--- config.mk ---
export PLATFORM = sky130hd
export DESIGN_NAME = onset_enumerator_flat
export DESIGN_NICKNAME = d
export VERILOG_FILES = /design/src/rtl/onset_enumerator_pkg.sv /design/src/rtl/onset_enumerator_if.sv /design/src/rtl/onset_enumerator.sv /design/src/flat_wrapper.sv
export SDC_FILE = /design/constraint.sdc
export NUM_CORES = 1
export LEC_CHECK = 0
export CORE_MARGIN = 4
export CORE_UTILIZATION = 51
export CTS_CLUSTER_SIZE = 24
export DETAILED_ROUTE_END_ITERATION = 12
export PLACE_DENSITY = 0.85
export SLEW_MARGIN = 20
export SYNTH_ARGS = -nofsm -noshare
export SYNTH_HDL_FRONTEND = slang
export SYNTH_SLANG_ARGS = --single-unit
export TNS_END_PERCENT = 20
--- constraint.sdc ---
create_clock -name clk -period 2.7 [get_ports clk]
set_input_delay 0.54 -clock clk [delete_from_list [all_inputs] [get_ports clk]]
set_output_delay 0.54 -clock clk [all_outputs]
set_load 0.02 [all_outputs]
--- src/rtl/onset_enumerator_pkg.sv ---
// rtl/onset_enumerator_pkg.sv - shared FSM state type and signature step function
package onset_enumerator_pkg;

    // Widest signature the step function can handle; SIG_W must not exceed it.
    localparam int SIG_MAX_W = 64;

    typedef enum logic [1:0] {
        ST_IDLE  = 2'd0,
        ST_SWEEP = 2'd1,
        ST_DONE  = 2'd2
    } state_t;

    // One signature update: rotate left by one within 'width' bits, then XOR
    // in the zero-extended minterm. Operands are carried at SIG_MAX_W bits and
    // the caller truncates the result back to its own width.
    function automatic logic [SIG_MAX_W-1:0] sig_step(
        input logic [SIG_MAX_W-1:0] sig,
        input logic [SIG_MAX_W-1:0] data,
        input int unsigned          width
    );
        logic [SIG_MAX_W-1:0] mask;
        logic [SIG_MAX_W-1:0] rot;
        mask = (width >= SIG_MAX_W) ? '1 : ((64'd1 << width) - 64'd1);
        rot  = ((sig << 1) | (sig >> (width - 1))) & mask;
        return rot ^ (data & mask);
    endfunction

endpackage

--- src/rtl/onset_enumerator_if.sv ---
// rtl/onset_enumerator_if.sv - onset minterm stream with valid/ready handshake
interface onset_enumerator_if #(
    parameter int N_IN = 16
);
    logic            m_valid;
    logic            m_ready;
    logic [N_IN-1:0] m_data;

    modport master (
        output m_valid,
        output m_data,
        input  m_ready
    );

    modport slave (
        input  m_valid,
        input  m_data,
        output m_ready
    );
endinterface

--- src/rtl/onset_enumerator.sv ---
// rtl/onset_enumerator.sv - sweeps all input vectors of a benchmark function and streams its onset
module onset_enumerator
    import onset_enumerator_pkg::*;
#(
    parameter int N_IN  = 16,  // 2..16
    parameter int SIG_W = 32   // N_IN..SIG_MAX_W
) (
    input  logic                clk,
    input  logic                rst,
    input  logic                start,
    output logic                busy,
    output logic                done,
    output logic [N_IN-1:0]     dut_x,
    input  logic                dut_y,
    onset_enumerator_if.master  m,
    output logic [N_IN:0]       onset_count,
    output logic [SIG_W-1:0]    signature
);

    localparam logic [N_IN-1:0] CNT_LAST = '1;

    state_t          state_q;
    state_t          state_d;
    logic [N_IN-1:0] cnt_q;
    logic            advance;
    logic            accept;
    logic            last_vec;

    // Next state, handshake decode and outputs; the function output is
    // presented on the stream combinationally while sweeping.
    always_comb begin
        state_d   = state_q;
        busy      = 1'b0;
        done      = 1'b0;
        dut_x     = '0;
        m.m_valid = 1'b0;
        advance   = 1'b0;
        accept    = 1'b0;
        last_vec  = (cnt_q == CNT_LAST);
        case (state_q)
            ST_IDLE: begin
                if (start) begin
                    state_d = ST_SWEEP;
                end
            end
            ST_SWEEP: begin
                busy      = 1'b1;
                dut_x     = cnt_q;
                m.m_valid = dut_y;
                accept    = dut_y & m.m_ready;
                // An offset vector never waits; an onset vector waits for ready.
                advance   = ~dut_y | m.m_ready;
                if (advance && last_vec) begin
                    state_d = ST_DONE;
                end
            end
            ST_DONE: begin
                done    = 1'b1;
                state_d = ST_IDLE;
            end
            default: begin
                state_d = ST_IDLE;
            end
        endcase
    end

    assign m.m_data = dut_x;

    // State register.
    always_ff @(posedge clk) begin
        if (rst) begin
            state_q <= ST_IDLE;
        end else begin
            state_q <= state_d;
        end
    end

    // Vector counter, onset count and signature; cleared on a new sweep and
    // otherwise held outside SWEEP so results remain readable afterwards.
    always_ff @(posedge clk) begin
        if (rst) begin
            cnt_q       <= '0;
            onset_count <= '0;
            signature   <= '0;
        end else if (state_q == ST_IDLE && start) begin
            cnt_q       <= '0;
            onset_count <= '0;
            signature   <= '0;
        end else begin
            if (advance) begin
                cnt_q <= cnt_q + N_IN'(1);
            end
            if (accept) begin
                onset_count <= onset_count + (N_IN+1)'(1);
                signature   <= SIG_W'(sig_step(SIG_MAX_W'(signature),
                                               SIG_MAX_W'(cnt_q),
                                               SIG_W));
            end
        end
    end

endmodule

--- src/flat_wrapper.sv ---
// flat-port wrapper written by rule: the top's interface ports become plain ports
module onset_enumerator_flat import onset_enumerator_pkg::*;
#(
    parameter int N_IN  = 16,          
    parameter int SIG_W = 32                     
)
  (clk, rst, start, busy, done, dut_x, dut_y, onset_count, signature, m_m_valid, m_m_data, m_m_ready);
  onset_enumerator_if #(.N_IN(N_IN)) m_i ();
  input  logic clk;
  input  logic rst;
  input  logic start;
  output logic busy;
  output logic done;
  output logic [N_IN-1:0] dut_x;
  input  logic dut_y;
  output logic [N_IN:0] onset_count;
  output logic [SIG_W-1:0] signature;
  output wire logic [$bits(m_i.m_valid)-1:0] m_m_valid;
  output wire logic [$bits(m_i.m_data)-1:0] m_m_data;
  input wire logic [$bits(m_i.m_ready)-1:0] m_m_ready;
  assign m_m_valid = m_i.m_valid;
  assign m_m_data = m_i.m_data;
  assign m_i.m_ready = m_m_ready;
  onset_enumerator #(.N_IN(N_IN), .SIG_W(SIG_W)) u_core (.clk(clk), .rst(rst), .start(start), .busy(busy), .done(done), .dut_x(dut_x), .dut_y(dut_y), .m(m_i), .onset_count(onset_count), .signature(signature));
endmodule
# Word level (Yosys, flattened, before mapping)
# Cells that the tools add are included.
[word_totals]
reg_bits = 67
wordCells = 30
[classes]
addsub = 2
n_eq_ne = 5
mux = 9
n_bitwise = 5
reduce_logical = 5
[op_table]
columns = ["op", "n"]
rows = [
  ["$or 32x1->32", 1],
  ["$xor 32x16->32", 1],
  ["$add 17x1->17 const B", 1],
  ["$add 16x1->16 const B", 1],
  ["$eq 16x16->1 const B", 1],
  ["$mux 16", 1],
  ["$mux 1", 5],
  ["$mux 2", 2],
  ["$pmux 2 s2", 1],
  ["$eq 2x1->1 const B", 1],
  ["$eq 2x2->1 const B", 1],
  ["$logic_and 1x1->1", 2],
  ["$logic_not 2->1", 1],
  ["$ne 2x1->1 const B", 1],
  ["$ne 2x2->1 const B", 1],
  ["$reduce_and 2->1", 1],
  ["$reduce_or 2->1", 1],
  ["$and 1x1->1", 1],
  ["$not 1->1", 1],
  ["$or 1x1->1", 1],
]

# Logic depth before layout (Yosys ltp)
[logic_depth]
word_depth = 5
ltp_mapped = 6
ltp_nobuf = 5

# Least setup slack after synthesis
# OpenSTA, ideal clock, no wires.
[synth_path]
path_kind = "register -> output"
startpoint = "register u_core.state_q[0]"
endpoint = "output port m_m_data[10]"
arrival_time_ns = 1.500
t_required_ns = 2.160
setup_slack_ns = 0.660
stages_incl_launch_ff = 6
n_path_buf = 2
cell_sequence = "dfxtp_1 > nand2b_1 > inv_1 > clkbuf_1 > and2_1 > buf_4"
[synth_via]
elab_chain_cells = 2
[synth_lines]
columns = ["item", "line_no", "text"]
rows = [
  ["start: declaration", "onset_enumerator.sv:22", "state_t state_q;"],
  ["start signal: assignment", "onset_enumerator.sv:74", "state_q <= state_d;"],
  ["$eq 2x1->1", "onset_enumerator.sv:40", "case (state_q)"],
  ["$mux 16", "onset_enumerator.sv:40", ""],
  ["end: declaration", "flat_wrapper.sv:19", "output wire logic [$bits(m_i.m_data)-1:0] m_m_data;"],
]
# Every way passes these cells.

# Worst setup path after layout
[layout_path]
startpoint = "register u_core.state_q[1]"
endpoint = "output port m_m_data[3]"
# The elaborated chain is that of the path after synthesis.

==> impl_metrics.ini <==
[flow_run]
maxCapViolCount = 0

[finish]
post-route-cell-area_sq_um = 4050
antenna_cells = 0
final_common_cell = clkdlybuf4s50_1
syn_to_final_growth_pct = 33.8
drive_gt1_share_pct = 5.07
final_cell_mix = clkdlybuf4s50_1, dfxtp_1, nand2_1
nNetsFinal = 438

[sta]
finalClockSkew_ns = 0.00498
period_share_pct = 94.9
setup_tns_ns = 0
slew_headroom_pct = 60.7
worst-slew-pin-transition_ns = 0.588
maxSlewViolCount = 0
layout_setup_ws_ns = 0.138
max_freq_ghz = 0.390
hold_violations = 0
setup_viol = 0
grt_setup_unrepaired = false
layout_min_cycle_time_ns = 2.56

[critical_path]
slowest_delay_ns = 0.55
crit_buf_inv = 2
critPathArrivalTime_ns = 2.02
r2r_slack_ns = 0.65
start_kind = flop
cp.required_ns = 2.16
startpoint = u_core.state_q[1]
crit_slowest_cell = clkdlybuf4s50_1
worstSetupPathType = reg2out
endpoint = m_m_data[3]
worst-r2r-cell-count = 5
timing.rr.end = u_core.cnt_q[12]
r2r-start = u_core.state_q[0]
path_max_fanout = 17
critPathTopFamily = buffers and inverters
endpoint_kind = output pin
path_cells = nand2b_1 > clkinvlp_4 > and2_1 > clkdlybuf4s50_1
worstSetupPathDepth = 4

[place]
pre_cts_ws_ns = 0.144
dp_hpwl_um = 5310
placed_area_sq_um = 3850
place.gp.congestion = 0.760
portBuffers = 88

[power_and_ir_drop]
p_per_area_nw_per_um2 = 491
p_total_mw = 1.99
ir_worst_vdd_uv = 337
p_leak_nw = 1.23

[detailed_routing]
dr.pass1.iters = 4
vias_per_cell = 5.46
wire_per_inst_um = 14.8
finalWirelength_um = 7460
drt_iter0_markers = 138
ant_nets = 0
drc = 0
vias = 2763

[global_routing]
antenna_found_initial = 0
grt_pass1_wl_um = 12700
grt.total_usage_pct = 21.6
grt-ovfl-total = 0
grt_max_degree = 53
grt_pass1_vias = 2623

[synth]
yosys_warnings = 0
synth_nets = 372
yosysSeqAreaShare_pct = 44.4
synth_top_area_cell = dfxtp_1
ys_seq_elements = 67
syn_area_sq_um = 3020
syn_inst = 365
avgSynthCellArea_sq_um = 8.29
synth.distinct_cells = 31
synth_top_area_share_pct = 44.4
synth.area.top_cells = dfxtp_1, xnor2_1, nand2_1

[floorplanning]
num_rows = 27
boundaryPins = 89
fp.coreArea_sq_um = 5640
die_w_um = 85.0
fp.dieH_um = 85.0
dieArea_sq_um = 7230
initial_core_util_pct = 53.6

[clock_network]
numClockSinks = 67
cts_tree = yes
path_clk_slew_ns = 0.07
cts_buffers = 9
clock_path_buffers = 2
clk_latency_ns = 0.33
cts-root-buf = clkbuf_8
h-tree-depth = 3

[status]
outcome = finished clean

[worst_hold_path]
hold_path.class = reg2reg
[registers in the layout, indices dropped and copies added (netlist names)]
| name | cells |
|---|---|
| u_core.onset_count | 17 |
| u_core.state_q | 2 |
| u_core.signature | 32 |
| u_core.cnt_q | 16 |
[cells by family after synthesis]
logic type,Yosys count,synth area share (%)
buf+inv,44,7.53
compound gates,65,12.3
fa+ha+maj,2,0.827
xor+xnor,33,9.56
flops,67,44.4
simple gates,154,25.4
[synth_stat cells]
cell type	number
and4b_1	1
and2_1	15
buf_1	3
a2111oi_0	1
nand2b_1	2
nand3_1	11
nor3b_1	1
ha_1	2
clkbuf_2	1
a21o_1	1
nand4_1	7
o21ai_0	15
xor2_1	3
nor2b_1	1
nand2_1	45
nor2_1	38
nand4b_4	1
xnor2_1	30
a211oi_1	16
dfxtp_1	67
a21oi_1	32
or4_1	4
or3_1	14
nor3_1	5
buf_4	16
and4_1	2
and2b_1	1
nor4_1	6
clkbuf_1	18
inv_1	5
buf_2	1
[worst min path at each step]
stage,start,endpoint,slack [ns],depth (start not counted)
2_1_floorplan,u_core.state_q[1],u_core.state_q[0],0.47,1
3_3_place_gp,u_core.signature[26],u_core.signature[27],0.46,2
3_5_place_dp,u_core.signature[27],u_core.signature[28],0.46,2
4_1_cts,u_core.signature[27],u_core.signature[27],0.48,2
5_1_grt,u_core.signature[25],u_core.signature[25],0.50,2
6_report,u_core.signature[27],u_core.signature[28],0.47,2
[cell type report]
class,count,area (sq um)
multi-input cells,254,1460
clock buffers,11,131
inverters,5,22.5
fillers,446,1600
repair buffers,94,938
clock inverters,3,65.1
flip-flops and latches,67,1340
well taps,72,90.1
[what timing repair did]
item / CTS / global route
gates resized for setup: 0 / 1
endpoints found under the setup margin: 0 / 29
hold buffers: 0 / 0
setup buffers: 0 / 0
[worst register-to-register path, delay by kind of cell (launching register included)]
family / cells / cell delay [ns]
and+or+nand+nor: 3 / 1.17
DFF: 1 / 0.46
buffers and inverters: 1 / 0.20
AOI/OAI and AO/OA: 1 / 0.15
[stage by stage]
| stage | std cells | utilization (%) | hold WS, ns |
|---|---|---|---|
| 2_1_floorplan | 365 | - | 0.465 |
| 3_3_place_gp | 492 | 68.2 | 0.457 |
| 3_5_place_dp | 492 | 68.2 | 0.462 |
| 4_1_cts | 506 | 71.7 | 0.475 |
| 5_1_grt | 506 | 71.7 | 0.498 |
| 6_report | 506 | 71.7 | 0.470 |
[power by group]
part,total (mW),leakage (nW),internal [mW],switching [mW]
combinational,0.121,0.592,0.0464,0.0746
sequential,1.01,0.541,0.997,0.0110
clock,0.856,0.0992,0.509,0.347
total,1.99,1.23,1.55,0.433
[layer usage]
layer	vias to the layer above	part of all wire [%]	GRT usage, %
met2	80	51	37.4
met1	1305	42	25.0
met5	-	0	0
li1	1361	-	-
met3	17	4.8	5.73
met4	0	2.2	8.78
Power figures use the tool's default switching activity.
